### config.mk
export PLATFORM = sky130hd
export DESIGN_NAME = debug_trace_buf
export DESIGN_NICKNAME = d
export VERILOG_FILES = /design/src/rtl/debug_trace_pkg.sv /design/src/rtl/trace_ram.sv /design/src/rtl/debug_trace_buf.sv
export SDC_FILE = /design/constraint.sdc
export NUM_CORES = 1
export LEC_CHECK = 0
export ABC_AREA = 1
export CORE_MARGIN = 4
export CORE_UTILIZATION = 45
export DETAILED_ROUTE_END_ITERATION = 12
export SETUP_SLACK_MARGIN = 0.02
export SLEW_MARGIN = 10
export SYNTH_ARGS = -nofsm -noshare
export SYNTH_HDL_FRONTEND = slang
export SYNTH_HIERARCHICAL = 1
export SYNTH_SLANG_ARGS = --single-unit
### constraint.sdc
create_clock -name clk -period 6.1 [get_ports clk]
set_input_delay 1.525 -clock clk [delete_from_list [all_inputs] [get_ports clk]]
set_output_delay 1.525 -clock clk [all_outputs]
set_load 0.005 [all_outputs]
### src/rtl/debug_trace_pkg.sv
// Shared types and helpers for the debug trace buffer.
// Timestamp capture is enabled with `DEBUG_TRACE_TSTAMP_EN.
package debug_trace_pkg;

    typedef enum logic [1:0] {
        RUN,
        POST,
        FROZEN
    } state_e;

    localparam int TS_W = 32;

    // Newest-relative index to physical RAM address, wrapped to the RAM size.
    function automatic logic [31:0] idx2addr(
        input logic [31:0] ptr,
        input logic [31:0] idx,
        input logic [31:0] depth
    );
        return (ptr - 32'd1 - idx) & (depth - 32'd1);
    endfunction

endpackage

### src/rtl/trace_ram.sv
// Simple dual-port RAM: synchronous write, registered read.
// Contents are never reset.
module trace_ram #(
    parameter int W     = 32,
    parameter int DEPTH = 32,
    parameter int AW    = $clog2(DEPTH)
) (
    input  logic          clk,
    input  logic          we,
    input  logic [AW-1:0] waddr,
    input  logic [W-1:0]  wdata,
    input  logic [AW-1:0] raddr,
    output logic [W-1:0]  rdata
);

    logic [W-1:0] mem [DEPTH];
    logic [W-1:0] rdata_q;

    always_ff @(posedge clk) begin
        if (we) begin
            mem[waddr] <= wdata;
        end
        rdata_q <= mem[raddr];
    end

    assign rdata = rdata_q;

endmodule

### src/rtl/debug_trace_buf.sv
// Circular trace buffer with trigger/post-capture freeze and newest-relative read.
// Define `DEBUG_TRACE_TSTAMP_EN to store a cycle timestamp with every capture.
module debug_trace_buf
    import debug_trace_pkg::*;
#(
    parameter  int DATA_W = 32,
    parameter  int DEPTH  = 32,
    localparam int AW     = $clog2(DEPTH),
    localparam int POST_W = AW + 1
) (
    input  logic              clk,
    input  logic              Rst,
    input  logic              wea,
    input  logic [DATA_W-1:0] din,
    input  logic              clear,
    input  logic              trig,
    input  logic [POST_W-1:0] post_len,
    input  logic [AW-1:0]     rd_idx,
    output logic [DATA_W-1:0] dout,
    output logic [31:0]       ts_out,
    output logic [AW:0]       count,
    output logic              wrapped,
    output logic              frozen
);

    localparam logic [AW:0] FULL = (AW + 1)'(DEPTH);

    state_e            state_q, state_d;
    logic [AW-1:0]     wr_ptr_q, wr_ptr_d;
    logic [AW:0]       count_q, count_d;
    logic              wrapped_q, wrapped_d;
    logic [POST_W-1:0] post_cnt_q, post_cnt_d;
    logic              rd_ok_q, rd_ok_d;
    logic              we;
    logic [AW-1:0]     rd_addr;
    logic [DATA_W-1:0] ram_dout;

    assign rd_addr = AW'(idx2addr(32'(wr_ptr_q), 32'(rd_idx), 32'(DEPTH)));

    always_comb begin
        state_d    = state_q;
        wr_ptr_d   = wr_ptr_q;
        count_d    = count_q;
        wrapped_d  = wrapped_q;
        post_cnt_d = post_cnt_q;
        we         = 1'b0;
        rd_ok_d    = ({1'b0, rd_idx} < count_q);

        if (clear) begin
            state_d    = RUN;
            wr_ptr_d   = '0;
            count_d    = '0;
            wrapped_d  = 1'b0;
            post_cnt_d = '0;
        end else begin
            if (wea && state_q != FROZEN) begin
                we       = 1'b1;
                wr_ptr_d = wr_ptr_q + 1'b1;
                if (count_q == FULL) begin
                    wrapped_d = 1'b1;
                end else begin
                    count_d = count_q + 1'b1;
                end
            end
            unique case (state_q)
                RUN: begin
                    if (trig) begin
                        if (post_len == '0) begin
                            state_d = FROZEN;
                        end else begin
                            state_d    = POST;
                            post_cnt_d = post_len;
                        end
                    end
                end
                POST: begin
                    if (wea) begin
                        post_cnt_d = post_cnt_q - 1'b1;
                        if (post_cnt_q == POST_W'(1)) begin
                            state_d = FROZEN;
                        end
                    end
                end
                FROZEN: begin
                end
                default: state_d = RUN;
            endcase
        end
    end

    always_ff @(posedge clk or posedge Rst) begin
        if (Rst) begin
            state_q    <= RUN;
            wr_ptr_q   <= '0;
            count_q    <= '0;
            wrapped_q  <= 1'b0;
            post_cnt_q <= '0;
            rd_ok_q    <= 1'b0;
        end else begin
            state_q    <= state_d;
            wr_ptr_q   <= wr_ptr_d;
            count_q    <= count_d;
            wrapped_q  <= wrapped_d;
            post_cnt_q <= post_cnt_d;
            rd_ok_q    <= rd_ok_d;
        end
    end

    trace_ram #(
        .W     (DATA_W),
        .DEPTH (DEPTH),
        .AW    (AW)
    ) u_data_ram (
        .clk   (clk),
        .we    (we),
        .waddr (wr_ptr_q),
        .wdata (din),
        .raddr (rd_addr),
        .rdata (ram_dout)
    );

    // Entries beyond count gate to zero so stale RAM never leaks out.
    assign dout = rd_ok_q ? ram_dout : '0;

`ifdef DEBUG_TRACE_TSTAMP_EN
    logic [TS_W-1:0] ts_q, ts_d;
    logic [TS_W-1:0] ram_ts;

    assign ts_d = ts_q + 1'b1;

    always_ff @(posedge clk or posedge Rst) begin
        if (Rst) begin
            ts_q <= '0;
        end else begin
            ts_q <= ts_d;
        end
    end

    trace_ram #(
        .W     (TS_W),
        .DEPTH (DEPTH),
        .AW    (AW)
    ) u_ts_ram (
        .clk   (clk),
        .we    (we),
        .waddr (wr_ptr_q),
        .wdata (ts_q),
        .raddr (rd_addr),
        .rdata (ram_ts)
    );

    assign ts_out = rd_ok_q ? ram_ts : '0;
`else
    assign ts_out = '0;
`endif

    assign count   = count_q;
    assign wrapped = wrapped_q;
    assign frozen  = (state_q == FROZEN);

endmodule

# Word level (Yosys, flattened, before mapping)
# Memories as Yosys holds them, arrays and structs flattened. A register that Yosys moved wholly into a read port is not among the register bits.
# Index checks and enable logic that the tools add are counted.
[word_totals]
elab_cells = 58
memories = 1
ram_bits = 1024
regBits = 21
input_bits = 48
[classes]
add_sub_neg = 5
n_reduce_logical = 10
mux = 24
n_eq_ne = 11
n_lt_le_gt_ge = 1
[mem_list]
columns = ["name", "depth", "word_bits", "rd", "rd_clocked_by_memory_dff", "wr", "line", "rtl"]
rows = [
  ["u_data_ram.mem", 32, 32, 1, 1, 1, "trace_ram.sv:16", "logic [W-1:0] mem [DEPTH];"],
]
[ops]
columns = ["cell", "count"]
rows = [
  ["$mux 6", 7],
  ["$mux 32", 1],
  ["$ne 3x3->1 const B", 4],
  ["$pmux 6 s2", 1],
  ["$mux 2", 5],
  ["$mux 5", 2],
  ["$reduce_and 4->1", 2],
  ["$mux 1", 7],
  ["$add 6x1->6 const B", 1],
  ["$eq 6x1->1 const B", 1],
  ["$eq 6x6->1 const B", 1],
  ["$logic_not 6->1", 1],
  ["$lt 5x6->1", 1],
  ["$ne 2x2->1 const B", 3],
  ["$pmux 2 s3", 1],
  ["$sub 6x1->6 const B", 1],
  ["$add 5x1->5 const B", 1],
  ["$sub 5x1->5 const B", 1],
  ["$sub 5x5->5", 1],
  ["$reduce_and 2->1", 2],
  ["$reduce_bool 2->1", 2],
  ["$reduce_bool 3->1", 1],
  ["$eq 2x1->1 const B", 1],
  ["$eq 2x2->1 const B", 1],
  ["other kinds (2)", 2],
]

# Longest topological paths before layout
[depth]
depth_word = 6
ltp_mapped = 14
ltp_nobuf = 11

# Modules after synthesis
# Netlist, hierarchy kept.
[by_module_without_submodules]
columns = ["module", "area_per_inst_um2", "seq_area_each_um2", "cells_per_inst", "instances"]
rows = [
  ["trace_ram", 42405.7, 31390.1, 3536, 1],
  ["debug_trace_buf", 2080.7, 525.5, 309, 1],
]

# Worst setup path after synthesis
# No wires, ideal clock.
[synth_timing]
path_kind = "input -> register"
startpoint = "input wea"
endpoint = "memory u_data_ram.mem[31][0], enable pin"
path_slack_ps = 2206
setup_ps = 421
path_buffers = 0
t_arrival_ps = 3473
path_stages = 4
path_cell_list = "nand2_4 nor2_2 nand3_1 nor2_1"
[synth_between]
elab_chain_cells = 5
[synth_rtl]
columns = ["item", "line", "rtl"]
rows = [
  ["start, declared", "debug_trace_buf.sv:13", "input logic wea,"],
  ["$logic_and 1x1->1", "debug_trace_buf.sv:56", "if (wea && state_q != FROZEN) begin"],
  ["$mux 1", "debug_trace_buf.sv:56", ""],
  ["$mux 1", "debug_trace_buf.sv:49", "if (clear) begin"],
  ["via we", "debug_trace_buf.sv:34", "logic we;"],
  ["$mux 1", "trace_ram.sv:20", "if (we) begin"],
  ["$mux 1 (implied by the code)", "trace_ram.sv:21", "mem[waddr] <= wdata;"],
  ["end, declared", "trace_ram.sv:16", ""],
]
# The timed path passes the listed nets, and every way through them passes these cells.

# Final worst setup path
[layout_timing]
startpoint = "input clear"
endpoint = "memory u_data_ram.mem[23][17], enable pin"
[layout_between]
elab_chain_cells = 3
[layout_rtl]
columns = ["item", "line", "rtl"]
rows = [
  ["start, declared", "debug_trace_buf.sv:15", "input logic clear,"],
  ["$mux 1", "debug_trace_buf.sv:49", ""],
  ["via we", "debug_trace_buf.sv:34", ""],
  ["$mux 1", "trace_ram.sv:20", ""],
  ["$mux 1 (implied by the code)", "trace_ram.sv:21", ""],
]
# The timed path passes the listed nets, and every way through them passes these cells.

==> impl_metrics.sql <==
INSERT INTO impl_metrics (metric_group, metric, value, unit) VALUES
('drt', 'viasPerCell', '5.40', ''),
('logic_synthesis', 'async_reset_ff_share', '1.95', '%'),
('sta', 'hold-worst-slack', '523', 'ps'),
('pwr', 'post-layout-total-power', '0.0187', 'W'),
('grt', 'antenna_found_initial', '6', ''),
('floorplanning', 'design.die.area', '0.104', 'mm^2'),
('clock_tree', 'clock-sinks', '1077', ''),
('logic_synthesis', 'yosys-top-cells-area', 'sky130_fd_sc_hd__edfxtp_1 69%, sky130_fd_sc_hd__nand2_1 13%, sky130_fd_sc_hd__nand3_1 9.0%', ''),
('worst_setup_path', 'crit_arrival', '4580', 'ps'),
('sta', 'tightest_slew', '1190', 'ps'),
('placed_design', 'dp_hpwl', '59300', 'um'),
('sta', 'fin_worst_skew', '26.4', 'ps'),
('sta', 'final-hold-violation-count', '0', ''),
('logic_synthesis', 'ys.warnings.count', '6', ''),
('sta', 'report.final.slew_viol_count', '0', ''),
('outcome', 'run_status', 'finished clean', ''),
('grt', 'largest_net_degree_at_the_start_of_global_routing', '186', ''),
('layout', 'multi_input_comb_area', '0.0109', 'mm^2'),
('sta', 'rsz0062_at_grt', 'false', ''),
('worst_setup_path', 'worst-path-max-fanout', '15', ''),
('worst_setup_path', 'crit-reg2reg-capture', 'u_data_ram/mem[23][17]', ''),
('clock_tree', 'clock_path_buffers', '3', ''),
('floorplanning', 'core', '0.0983', 'mm^2'),
('worst_setup_path', 'reg2reg_depth', '6', ''),
('pwr', 'leak_pwr', '18.6', 'nW'),
('drt', 'detailedRoute.firstPassIterationCount', '7', ''),
('worst_setup_path', 'critical_path.startpoint_type', 'input port', ''),
('worst_setup_path', 'worst_path_dominant_cell_family', 'simple AND/OR/NAND/NOR gates', ''),
('drt', 'drt_first_iter_violations', '2598', ''),
('logic_synthesis', 'syn-mean-instance-area', '11.6', 'um^2'),
('logic_synthesis', 'synth_seq_cells', '1077', ''),
('pwr', 'powerDensity', '373', 'mW/mm^2'),
('min_path', 'worstHoldStart', 'wrapped', ''),
('min_path', 'hold_path.class', 'reg -> reg', ''),
('clock_tree', 'cts_repair_resize_count', '0', ''),
('clock_tree', 'number_of_buffers_inserted_by_hold_repair_at_cts', '0', ''),
('placed_design', 'gp_congestion', '0.759', ''),
('drt', 'via_count', '28500', ''),
('flow_run', 'drv_cap', '0', ''),
('floorplanning', 'chipHeight', '322', 'um'),
('clock_tree', 'numCtsBuffers', '110', ''),
('sta', 'max-slew-margin-rel', '20.3', '%'),
('pwr', 'vdd_drop_max', '0.248', 'mV'),
('grt', 'grt_overflow_total', '0', ''),
('logic_synthesis', 'synth_flop_cell', 'sky130_fd_sc_hd__edfxtp_1', ''),
('clock_tree', 'tritoncts_clock_tree', 'built', ''),
('grt', 'wire_length_of_the_first_global_routing_pass', '176000', 'um'),
('clock_tree', 'clk_pin_slew_worst_paths', '60', 'ps'),
('logic_synthesis', 'post_synth_most_frequent_cells', '1,518 x sky130_fd_sc_hd__nand2_1, 1,024 x sky130_fd_sc_hd__edfxtp_1, 802 x sky130_fd_sc_hd__nand3_1, 84 x sky130_fd_sc_hd__buf_2, 66 x sky130_fd_sc_hd__buf_6', ''),
('worst_setup_path', 'critPathBufInv', '2', ''),
('clock_tree', 'post_cts_setup_buffer_count', '0', ''),
('sta', 'setup_viol', '0', ''),
('floorplanning', 'start_util', '45.3', '%'),
('sta', 'finalCritPeriodShare', '69.5', '%'),
('drt', 'drc', '0', ''),
('worst_setup_path', 'cp_max_delay_cell', 'sky130_fd_sc_hd__nor2_4', ''),
('layout', 'final_net_count', '3952', ''),
('min_path', 'worstHoldPathCells', '2', ''),
('drt', 'antenna_left', '0', ''),
('floorplanning', 'chipWidth', '322', 'um'),
('clock_tree', 'buffer_type_at_the_clock_tree_root', 'sky130_fd_sc_hd__clkbuf_16', ''),
('floorplanning', 'placement_rows', '115', ''),
('placed_design', 'io_buffer_count', '87', ''),
('grt', 'groute.usage.overall', '22.6', '%'),
('drt', 'routed_wl', '118000', 'um'),
('layout', 'finalNonFillerCells', '5276', ''),
('logic_synthesis', 'synth_top_area_cell', 'sky130_fd_sc_hd__edfxtp_1', ''),
('min_path', 'worst_hold_path.endpoint', 'wrapped', ''),
('sta', 'period_minus_slack', '4240', 'ps'),
('worst_setup_path', 'timing.critical_path.slowest_cell_delay', '920', 'ps'),
('worst_setup_path', 'rr_startpoint', 'state_q[1]', '');
## cell families after synthesis
group	after synthesis	synth area share, %
AOI/OAI and AO/OA	26	0.377
xor gates and xnor gates	7	0.138
adders and majority gates	14	0.411
buffers and inverters	327	4.67
DFF	1077	71.7
other	1	0.00843
and+or+nand+nor	2393	22.6
## worst max path at each step
stage / depth (start not counted) / startpoint / slack [ps] / endpoint
3_3_place_gp: 5 / clear / 1160 / u_data_ram/mem[23][17]
4_1_cts: 4 / rd_ok_q / 1880 / dout[0]
6_report: 5 / clear / 1860 / u_data_ram/mem[23][17]
3_5_place_dp: 5 / clear / 1210 / u_data_ram/mem[23][17]
5_1_grt: 5 / clear / 1780 / u_data_ram/mem[23][17]
2_1_floorplan: 4 / wea / 2210 / u_data_ram/mem[31][0]
## final cells by class
class	count	share of cell area [%]
sequential	1077	63.7
multi-input combinational	2472	21.8
clock buffer	139	5.91
timing repair buffer	156	3.44
tap	1287	3.21
clock inverter	67	1.35
inverter	73	0.606
antenna	5	0.0250
## layout by cell type (no fill, tap or decap), types with 5 or more instances in the layout
cell type	synthesis	routed
sky130_fd_sc_hd__diode_2	0	5
sky130_fd_sc_hd__edfxtp_1	1024	1024
sky130_fd_sc_hd__ha_1	13	12
sky130_fd_sc_hd__conb_1	1	32
sky130_fd_sc_hd__buf_4	56	42
sky130_fd_sc_hd__clkbuf_1	27	21
sky130_fd_sc_hd__nand2_2	5	5
sky130_fd_sc_hd__dfrtp_1	21	20
sky130_fd_sc_hd__bufinv_16	0	13
sky130_fd_sc_hd__inv_2	8	7
sky130_fd_sc_hd__a21oi_1	7	7
sky130_fd_sc_hd__o21ai_1	7	7
sky130_fd_sc_hd__clkbuf_16	0	112
sky130_fd_sc_hd__clkinv_1	0	25
sky130_fd_sc_hd__buf_12	0	27
sky130_fd_sc_hd__o21ai_2	5	5
sky130_fd_sc_hd__nand4_1	7	7
sky130_fd_sc_hd__nand2_1	1518	1518
sky130_fd_sc_hd__inv_1	64	62
sky130_fd_sc_hd__clkbuf_8	0	6
sky130_fd_sc_hd__clkdlybuf4s50_1	0	87
sky130_fd_sc_hd__clkinv_2	0	22
sky130_fd_sc_hd__nand3_1	802	802
sky130_fd_sc_hd__nor2_4	2	34
sky130_fd_sc_hd__dfxtp_1	32	32
sky130_fd_sc_hd__nor2_1	50	18
## flip-flops by register name, summed over array words and instances (netlist names)
register,count
post_cnt_q,6
wr_ptr_q,5
count,6
wrapped,1
u_data_ram/rdata,32
u_data_ram/mem,1024
state_q,2
rd_ok_q,1
## metrics by stage
stage               setup WS (ps)  instance area, um^2
global route                 1780                50100
floorplan                    2210                44600
CTS                          1880                50100
finish                       1860                50100
detailed placement           1210                46500
global placement             1160                46500
## routing by layer
metal  track usage [%]  vias to the layer above  share of wire [%]
met5                 0                        -              0.020
met2              37.2                      948                 48
li1                  -                    13300                  -
met3              3.82                      214                6.5
met1              30.8                    14000                 42
met4              7.63                        4                3.2
## tightest hold or removal path: stages (launching register included)
cell                      delay, ps
sky130_fd_sc_hd__dfrtp_1        360
sky130_fd_sc_hd__nand2_1         60
sky130_fd_sc_hd__o21ai_1         60
## power by group
group | leakage [nW] | switching [W] | internal [W]
Combinational | 7.05 | 0.00253 | 0.00106
Sequential | 9.76 | 0.0000991 | 0.00826
Clock | 1.79 | 0.00278 | 0.00398
(Power assumes the default switching activity.)
